## src/rtl/recon_tx_framer.sv

```systemverilog
// recon_tx_framer: frames a DMA read-back stream into one packet laid out as
// [46-byte template][10-byte recon header][payload shifted up by 56 bytes].
// Ports: clk/rst (sync active-high); hdr_template; s_cmd_* command in;
// m_axis_read_desc_* DMA read descriptor out; s_axis_* DMA data in;
// m_axis_* framed packet out; err_len length-mismatch pulse.
// Optional macro RECON_TX_LEN_CHECK_EN enables the payload byte counter behind err_len.
module recon_tx_framer #(
    parameter int DATA_WIDTH         = 512,
    parameter int KEEP_WIDTH         = DATA_WIDTH/8,
    parameter int ADDR_WIDTH         = 34,
    parameter int DMA_DESC_LEN_WIDTH = 20,
    parameter int DMA_DESC_TAG_WIDTH = 8
) (
    input  logic                          clk,
    input  logic                          rst,
    input  logic [375:0]                  hdr_template,
    input  logic                          s_cmd_valid,
    output logic                          s_cmd_ready,
    input  logic [1:0]                    s_cmd_func,
    input  logic [ADDR_WIDTH-1:0]         s_cmd_addr,
    input  logic [7:0]                    s_cmd_id,
    input  logic [31:0]                   s_cmd_len,
    output logic [ADDR_WIDTH-1:0]         m_axis_read_desc_addr,
    output logic [DMA_DESC_LEN_WIDTH-1:0] m_axis_read_desc_len,
    output logic [DMA_DESC_TAG_WIDTH-1:0] m_axis_read_desc_tag,
    output logic                          m_axis_read_desc_valid,
    input  logic                          m_axis_read_desc_ready,
    input  logic [DATA_WIDTH-1:0]         s_axis_tdata,
    input  logic [KEEP_WIDTH-1:0]         s_axis_tkeep,
    input  logic                          s_axis_tvalid,
    input  logic                          s_axis_tlast,
    output logic                          s_axis_tready,
    output logic [DATA_WIDTH-1:0]         m_axis_tdata,
    output logic [KEEP_WIDTH-1:0]         m_axis_tkeep,
    output logic                          m_axis_tvalid,
    output logic                          m_axis_tlast,
    input  logic                          m_axis_tready,
    output logic                          err_len
);
    typedef enum logic [2:0] {IDLE, DESC, HDR, PAYLOAD, FLUSH} state_t;
    state_t state, state_n;
    logic [1:0]              func_q;
    logic [ADDR_WIDTH-1:0]   addr_q;
    logic [7:0]              id_q;
    logic [31:0]             len_q;
    logic [367:0]            tmpl_q;
    logic [DATA_WIDTH-65:0]  residue;
    logic [KEEP_WIDTH-9:0]   residue_keep;
    logic [447:0]            head, base_data;
    logic [KEEP_WIDTH-9:0]   base_keep;
    logic [DATA_WIDTH-1:0]   out_data;
    logic [KEEP_WIDTH-1:0]   out_keep;
    logic adv, cmd_fire, in_fire, out_load, out_last, len_zero, keep_hi_zero, short_beat;
    logic unused_tmpl;
    // template bytes beyond 45 carry nothing into the packet
    assign unused_tmpl  = ^hdr_template[375:368];
    assign adv          = !m_axis_tvalid || m_axis_tready;
    assign cmd_fire     = s_cmd_valid && s_cmd_ready;
    assign in_fire      = s_axis_tvalid && s_axis_tready;
    assign len_zero     = len_q == '0;
    assign keep_hi_zero = s_axis_tkeep[KEEP_WIDTH-1:8] == '0;
    assign m_axis_read_desc_addr = addr_q;
    assign m_axis_read_desc_len  = len_q[DMA_DESC_LEN_WIDTH-1:0];
    assign m_axis_read_desc_tag  = DMA_DESC_TAG_WIDTH'(id_q);
    // short beats (empty-payload header, flush) carry no input bytes in the top 8 lanes
    assign short_beat = state == FLUSH || (state == HDR && len_zero);
    assign head       = {3'b000, len_q, id_q, 34'(addr_q), 1'b1, func_q, tmpl_q};
    assign base_data  = state == HDR ? head : residue;
    assign base_keep  = state == HDR ? '1 : residue_keep;
    assign out_data   = short_beat ? {64'b0, base_data} : {s_axis_tdata[63:0], base_data};
    assign out_keep   = short_beat ? {8'h00, base_keep} : {s_axis_tkeep[7:0], base_keep};
    assign out_last   = short_beat || (s_axis_tlast && keep_hi_zero);

    always_ff @(posedge clk) begin
        if (rst) state <= IDLE;
        else     state <= state_n;
    end

    always_comb begin
        state_n                = state;
        s_cmd_ready            = 1'b0;
        m_axis_read_desc_valid = 1'b0;
        s_axis_tready          = 1'b0;
        out_load               = 1'b0;
        if (!rst) begin
            case (state)
                IDLE: begin
                    s_cmd_ready = 1'b1;
                    if (s_cmd_valid) state_n = s_cmd_len == '0 ? HDR : DESC;
                end
                DESC: begin
                    m_axis_read_desc_valid = 1'b1;
                    if (m_axis_read_desc_ready) state_n = HDR;
                end
                HDR, PAYLOAD: begin
                    if (state == HDR && len_zero) begin
                        out_load = adv;
                        if (adv) state_n = IDLE;
                    end else begin
                        s_axis_tready = adv;
                        if (adv && s_axis_tvalid) begin
                            out_load = 1'b1;
                            state_n  = s_axis_tlast ? (keep_hi_zero ? IDLE : FLUSH) : PAYLOAD;
                        end
                    end
                end
                FLUSH: begin
                    out_load = adv;
                    if (adv) state_n = IDLE;
                end
                default: state_n = IDLE;
            endcase
        end
    end

    always_ff @(posedge clk) begin
        if (rst) begin
            m_axis_tvalid <= 1'b0;
            m_axis_tlast  <= 1'b0;
            m_axis_tdata  <= '0;
            m_axis_tkeep  <= '0;
            residue       <= '0;
            residue_keep  <= '0;
            func_q        <= '0;
            addr_q        <= '0;
            id_q          <= '0;
            len_q         <= '0;
            tmpl_q        <= '0;
        end else begin
            if (cmd_fire) begin
                func_q <= s_cmd_func;
                addr_q <= s_cmd_addr;
                id_q   <= s_cmd_id;
                len_q  <= s_cmd_len;
                tmpl_q <= hdr_template[367:0];
            end
            if (out_load) begin
                m_axis_tvalid <= 1'b1;
                m_axis_tdata  <= out_data;
                m_axis_tkeep  <= out_keep;
                m_axis_tlast  <= out_last;
            end else if (m_axis_tready) begin
                m_axis_tvalid <= 1'b0;
            end
            if (in_fire) begin
                residue      <= s_axis_tdata[DATA_WIDTH-1:64];
                residue_keep <= s_axis_tkeep[KEEP_WIDTH-1:8];
            end
        end
    end

`ifdef RECON_TX_LEN_CHECK_EN
    logic [31:0] byte_cnt, cnt_total;
    logic        err_pend;
    assign cnt_total = byte_cnt + 32'($countones(s_axis_tkeep));
    // a mismatch found on a beat that needs a flush is held until the flush beat goes out
    always_ff @(posedge clk) begin
        if (rst) begin
            byte_cnt <= '0;
            err_pend <= 1'b0;
            err_len  <= 1'b0;
        end else begin
            err_len <= 1'b0;
            if (cmd_fire) byte_cnt <= '0;
            else if (in_fire) byte_cnt <= cnt_total;
            if (in_fire && s_axis_tlast) begin
                if (keep_hi_zero) err_len <= cnt_total != len_q;
                else              err_pend <= cnt_total != len_q;
            end
            if (state == FLUSH && out_load) begin
                err_len  <= err_pend;
                err_pend <= 1'b0;
            end
        end
    end
`else
    assign err_len = 1'b0;
`endif
endmodule

```

## config.mk

```make
export PLATFORM = sky130hd
export DESIGN_NAME = recon_tx_framer
export DESIGN_NICKNAME = d
export VERILOG_FILES = /design/src/rtl/recon_tx_framer.sv
export SDC_FILE = /design/constraint.sdc
export NUM_CORES = 2
export LEC_CHECK = 0
export BUFFER_PORTS_ARGS = -buffer_cell sky130_fd_sc_hd__buf_2
export CAP_MARGIN = 20
export CORE_AREA = 4 4 644 646
export CTS_BUF_LIST = sky130_fd_sc_hd__clkbuf_4 sky130_fd_sc_hd__clkbuf_8
export CTS_CLUSTER_SIZE = 8
export DETAILED_ROUTE_END_ITERATION = 8
export DIE_AREA = 0 0 648 650
export PLACE_DENSITY_LB_ADDON = 0.15
export SYNTH_ARGS = -nofsm -noshare
export SYNTH_HDL_FRONTEND = slang
export SYNTH_SLANG_ARGS = --single-unit
```

## constraint.sdc

```tcl
create_clock -name clk -period 5.5 [get_ports clk]
set_input_delay 1.65 -clock clk [delete_from_list [all_inputs] [get_ports clk]]
set_output_delay 1.65 -clock clk [all_outputs]
set_load 0.005 [all_outputs]
```

### Word-level counts from Yosys, hierarchy flattened

Index checks and enable logic that the tools add are counted.

| word-level totals | value |
|---|---|
| output and inout bits | 644 |
| input bits | 1,035 |
| bits in registers | 1,529 |

| operators by class | value |
|---|---|
| equality and inequality tests | 7 |
| mux-type cells | 26 |
| reductions and logical operators | 16 |

Operators with widths:

| cell | number |
|---|---|
| 512-bit 2-to-1 mux | 1 |
| 448-bit 2-to-1 mux | 1 |
| 32-bit logical NOT | 2 |
| 64-bit 2-to-1 mux | 1 |
| 56-bit logical NOT | 1 |
| 56-bit 2-to-1 mux | 1 |
| 3-bit 2-to-1 mux | 7 |
| 1-bit 2-to-1 mux | 12 |
| 3-bit one-hot mux with 4 select lines | 1 |
| 3-bit by 2-bit equality test with 1-bit output, second input constant | 2 |
| 1-bit logical AND | 5 |
| 2-bit inequality test, second input constant | 2 |
| 3-bit by 1-bit equality test with 1-bit output, second input constant | 1 |
| 3-bit equality test, second input constant | 1 |
| 3-bit logical NOT | 1 |
| 1-bit logical OR | 3 |
| 3-bit inequality test, second input constant | 1 |
| 3-bit AND reduction | 1 |
| 2-bit 2-to-1 mux | 1 |
| 1-bit one-hot mux with 2 select lines | 1 |
| 2-bit nonzero test | 1 |
| 2-bit OR reduction | 1 |
| 1-bit logical NOT | 1 |

### Depth between registers and ports, before layout

| depth | value |
|---|---|
| depth in word-level cells | 8 |
| depth in mapped cells | 12 |
| gate-level depth less buffers | 6 |

### Least setup slack after synthesis

No wires, ideal clock.

| path | value |
|---|---|
| path kind | input to output |
| from | input port rst |
| to | output port s_axis_tready |
| buffers on the path | 3 |
| required time | 3.850 ns |
| slack | 1.333 ns |
| data arrival time | 2.517 ns |
| stages on the path | 4 |
| cell sequence | clkbuf_1 -> clkbuf_1 -> clkbuf_1 -> nor4_1 |

| between the ends | value |
|---|---|
| cells in the longest elaborated chain, start to end | 1 |

RTL lines:

| element | line | source |
|---|---|---|
| start, declared | 15 | `input logic rst,` |
| 1-bit 2-to-1 mux | 85 | `if (!rst) begin` |
| end, declared | 32 | `output logic s_axis_tready,` |

Every way passes these cells.

### Worst setup path in the final report

| path | value |
|---|---|
| from | register len_q[4] |
| to | output port s_axis_tready |

| between the ends | value |
|---|---|
| cells in the longest elaborated chain, start to end | 5 |

RTL lines:

| element | line | source |
|---|---|---|
| start, declared | 45 | `logic [31:0] len_q;` |
| start signal, assigned | 134 | `len_q <= s_cmd_len;` |
| 32-bit logical NOT | 60 | `assign len_zero = len_q == '0;` |
| 1-bit logical AND | 96 | `if (state == HDR && len_zero) begin` |
| 1-bit 2-to-1 mux | 96 |  |
| 1-bit 2-to-1 mux | 86 | `case (state)` |
| 1-bit 2-to-1 mux | 85 |  |

Every way passes these cells.

==> impl_metrics.py <==
metrics = {
    "floorplanning": {
        "die_h_um": 650,
        "initial_core_util": 0.140,
        "core_um2": 409000,
        "ioPinCount": 1679,
        "rows": 235,
        "die_w_um": 648,
        "dieArea_um2": 421000,
    },
    "synth": {
        "synth_mux_area_frac": 0.000175,
        "syn_area_per_cell_um2": 8.03,
        "syn_area_um2": 57200,
        "ys_types": 30,
        "yosysWarningCount": 0,
        "synth-compound-area-share": 0.125,
        "synthSimpleGateAreaFrac": 0.291,
        "synthAdderAreaFrac": 0,
        "ys_ff_latch": 1529,
        "synth_top_family_by_area": "simple AND/OR/NAND/NOR gates",
        "synth_xor_area_frac": 0,
        "syn-instance-count": 7119,
        "syn_nets": 8154,
        "synth-seq-area-share": 0.535,
    },
    "drt": {
        "ant_nets": 0,
        "vias": 58311,
        "via_per_inst": 4.05,
        "drc": 0,
        "dr.pass1.iters": 5,
        "drt-total-wl_um": 358000,
        "drt_iter0_drc": 4002,
        "wire_per_inst_um": 24.8,
    },
    "global_routing": {
        "grt_pass1_vias": 57435,
        "grt_pass1_wl_um": 485000,
        "grt_usage": 0.161,
        "grt_max_degree": 194,
        "grt_overflow_total": 0,
        "grt_antenna_before_repair": 336,
    },
    "final_layout": {
        "layout_commonest_cell": "nand2_1",
        "multi_input_area_um2": 23900,
        "seqCellArea_um2": 30600,
        "areaGrowthSynthToFinish_pct": 37.0,
        "final_nets": 9662,
        "final_cell_mix": "2797 x nand2_1, 1669 x buf_2, 1529 x dfxtp_1",
        "n_fill_cell": 46574,
        "drive_gt1_frac": 0.268,
    },
    "clocking": {
        "clock_latency_ps": 1020,
        "cts_sinks": 1529,
        "ctsResizeCount": 0,
        "cts_setup_buffers": 0,
        "clkSlewWorstSetupHoldPaths_ps": 60,
        "ctsHoldBuffers": 0,
        "cts_buffer_depth": 4,
        "ctsRootBufferMaster": "clkbuf_8",
        "htree_levels": 5,
        "tritoncts": "yes",
        "cts_made_buffers": 319,
    },
    "hold_path": {
        "hold_class": "flip-flop to flip-flop",
    },
    "sta": {
        "rsz0062_at_grt": "false",
        "fin_worst_skew_ps": 65.2,
        "min_period_ps": 4750,
        "max_clock_freq_ghz": 0.211,
        "relSlewSlack": 0.208,
        "layout_setup_ws_ps": 751,
        "setup-tns-final_ps": 0,
        "hold_viol_final": 0,
        "setup_viol": 0,
        "maxSlewViolCount": 0,
        "worst_pin_slew_ps": 1190,
        "fin_crit_sh": 0.863,
    },
    "power": {
        "power_leakage_nw": 30.7,
        "vdd_drop_max_mv": 0.176,
        "power.density_nw_per_um2": 356,
    },
    "setup_path": {
        "worst-setup-path-type": "flip-flop to primary output",
        "cp-start-kind": "flip-flop",
        "worst_ep_arrival_time_ps": 3100,
        "crit_fanout": 4,
        "end_kind": "primary output",
        "required_ps": 3850,
    },
    "job": {
        "cap_viol_max_count": 0,
    },
    "status": {
        "status": "completed",
    },
    "placed_design": {
        "gp_congestion": 0.892,
        "io_buffers": 1669,
        "hpwlAfterDp_um": 269000,
        "place_worst_setup_slack_ps": 777,
    },
}
==> report_power, final <==
part           switching, W  internal (W)
sequential         0.000382        0.0117
combinational       0.00178      0.000989
clock               0.00574       0.00732
total               0.00790        0.0200
==> path summary, 6_finish.rpt <==
check / from / to / slack (ps) / depth (start not counted)
setup / recovery: len_q[4] / s_axis_tready / 750 / 5
hold reg to reg: residue[254] / m_axis_tdata[254] / 450 / 2
setup reg to reg: len_q[4] / m_axis_tdata[302] / 1550 / 8
hold / removal: residue[254] / m_axis_tdata[254] / 450 / 2
==> cell usage after synthesis (all sizes together) <==
cell,count,area share
a2111oi,1,0.00015
a21o,1,0.00013
a21oi,512,0.045
a22o,72,0.011
a22oi,3,0.00039
a311oi,446,0.068
and3,2,0.00022
buf,228,0.021
clkbuf,398,0.026
conb,1,0.000066
dfxtp,1529,0.54
inv,2,0.00013
mux2i,1,0.00018
nand2,2798,0.18
nand2b,3,0.00033
nand3,6,0.00053
nand3b,444,0.058
nand4,4,0.00044
nor2,511,0.034
nor2b,3,0.00033
nor3,115,0.010
nor3b,1,0.00013
nor4,33,0.0036
o22a,1,0.00015
o22ai,1,0.00011
o32ai,1,0.00015
or3,2,0.00022
==> per-stage QoR <==
stage | total power [W] | util | hold WS [ps] | cell area, um^2 | cells
finish | 0.0279 | 0.192 | 451 | 78300 | 14399
floorplan | 0.0134 | - | 437 | 57200 | 7119
detailed placement | 0.0151 | 0.175 | 447 | 71400 | 13757
global route | 0.0292 | 0.191 | 454 | 78200 | 14349
CTS | 0.0285 | 0.191 | 444 | 78100 | 14306
global placement | 0.0151 | 0.175 | 443 | 71400 | 13756
==> sequential cells by signal, summed over array words and instances (netlist names) <==
| register | cells |
|---|---|
| func_q | 2 |
| len_q | 32 |
| m_axis_read_desc_addr | 34 |
| m_axis_read_desc_tag | 8 |
| m_axis_tdata | 512 |
| m_axis_tkeep | 64 |
| m_axis_tlast | 1 |
| m_axis_tvalid | 1 |
| residue | 448 |
| residue_keep | 56 |
| state | 3 |
| tmpl_q | 368 |
==> layout make-up <==
cell class	instances	share of cell area
Sequential cell	1529	0.391
Multi-Input combinational cell	4962	0.305
Timing Repair Buffer	1813	0.128
Tap cell	5451	0.0871
Clock buffer	505	0.0795
Clock inverter	44	0.00640
Antenna cell	93	0.00297
Inverter	2	0.0000958
==> cell families (layout without fill, tap and decap cells) <==
group | Yosys count | after routing
buffers and inverters | 628 | 2364
and+or+nand+nor | 3922 | 3922
other | 1 | 94
AOI/OAI and AO/OA | 1038 | 1038
DFF | 1529 | 1529
muxes | 1 | 1
==> critical path: stages, from the launching register on <==
cell	delay, ps
dfxtp_1	430
nor4_1	420
nand4_1	280
nor3_1	610
nor4_1	130
buf_2	210
==> layer usage <==
| metal | wire [um] | vias up | part of all wire | GRT usage |
|---|---|---|---|---|
| li1 | - | 26943 | - | - |
| met1 | 143000 | 28083 | 0.40 | 0.188 |
| met2 | 176000 | 2272 | 0.49 | 0.284 |
| met3 | 24200 | 921 | 0.068 | 0.0415 |
| met4 | 13500 | 92 | 0.038 | 0.0559 |
| met5 | 574 | - | 0.0016 | 0 |
Note: power is estimated with default switching activity, not from simulation.
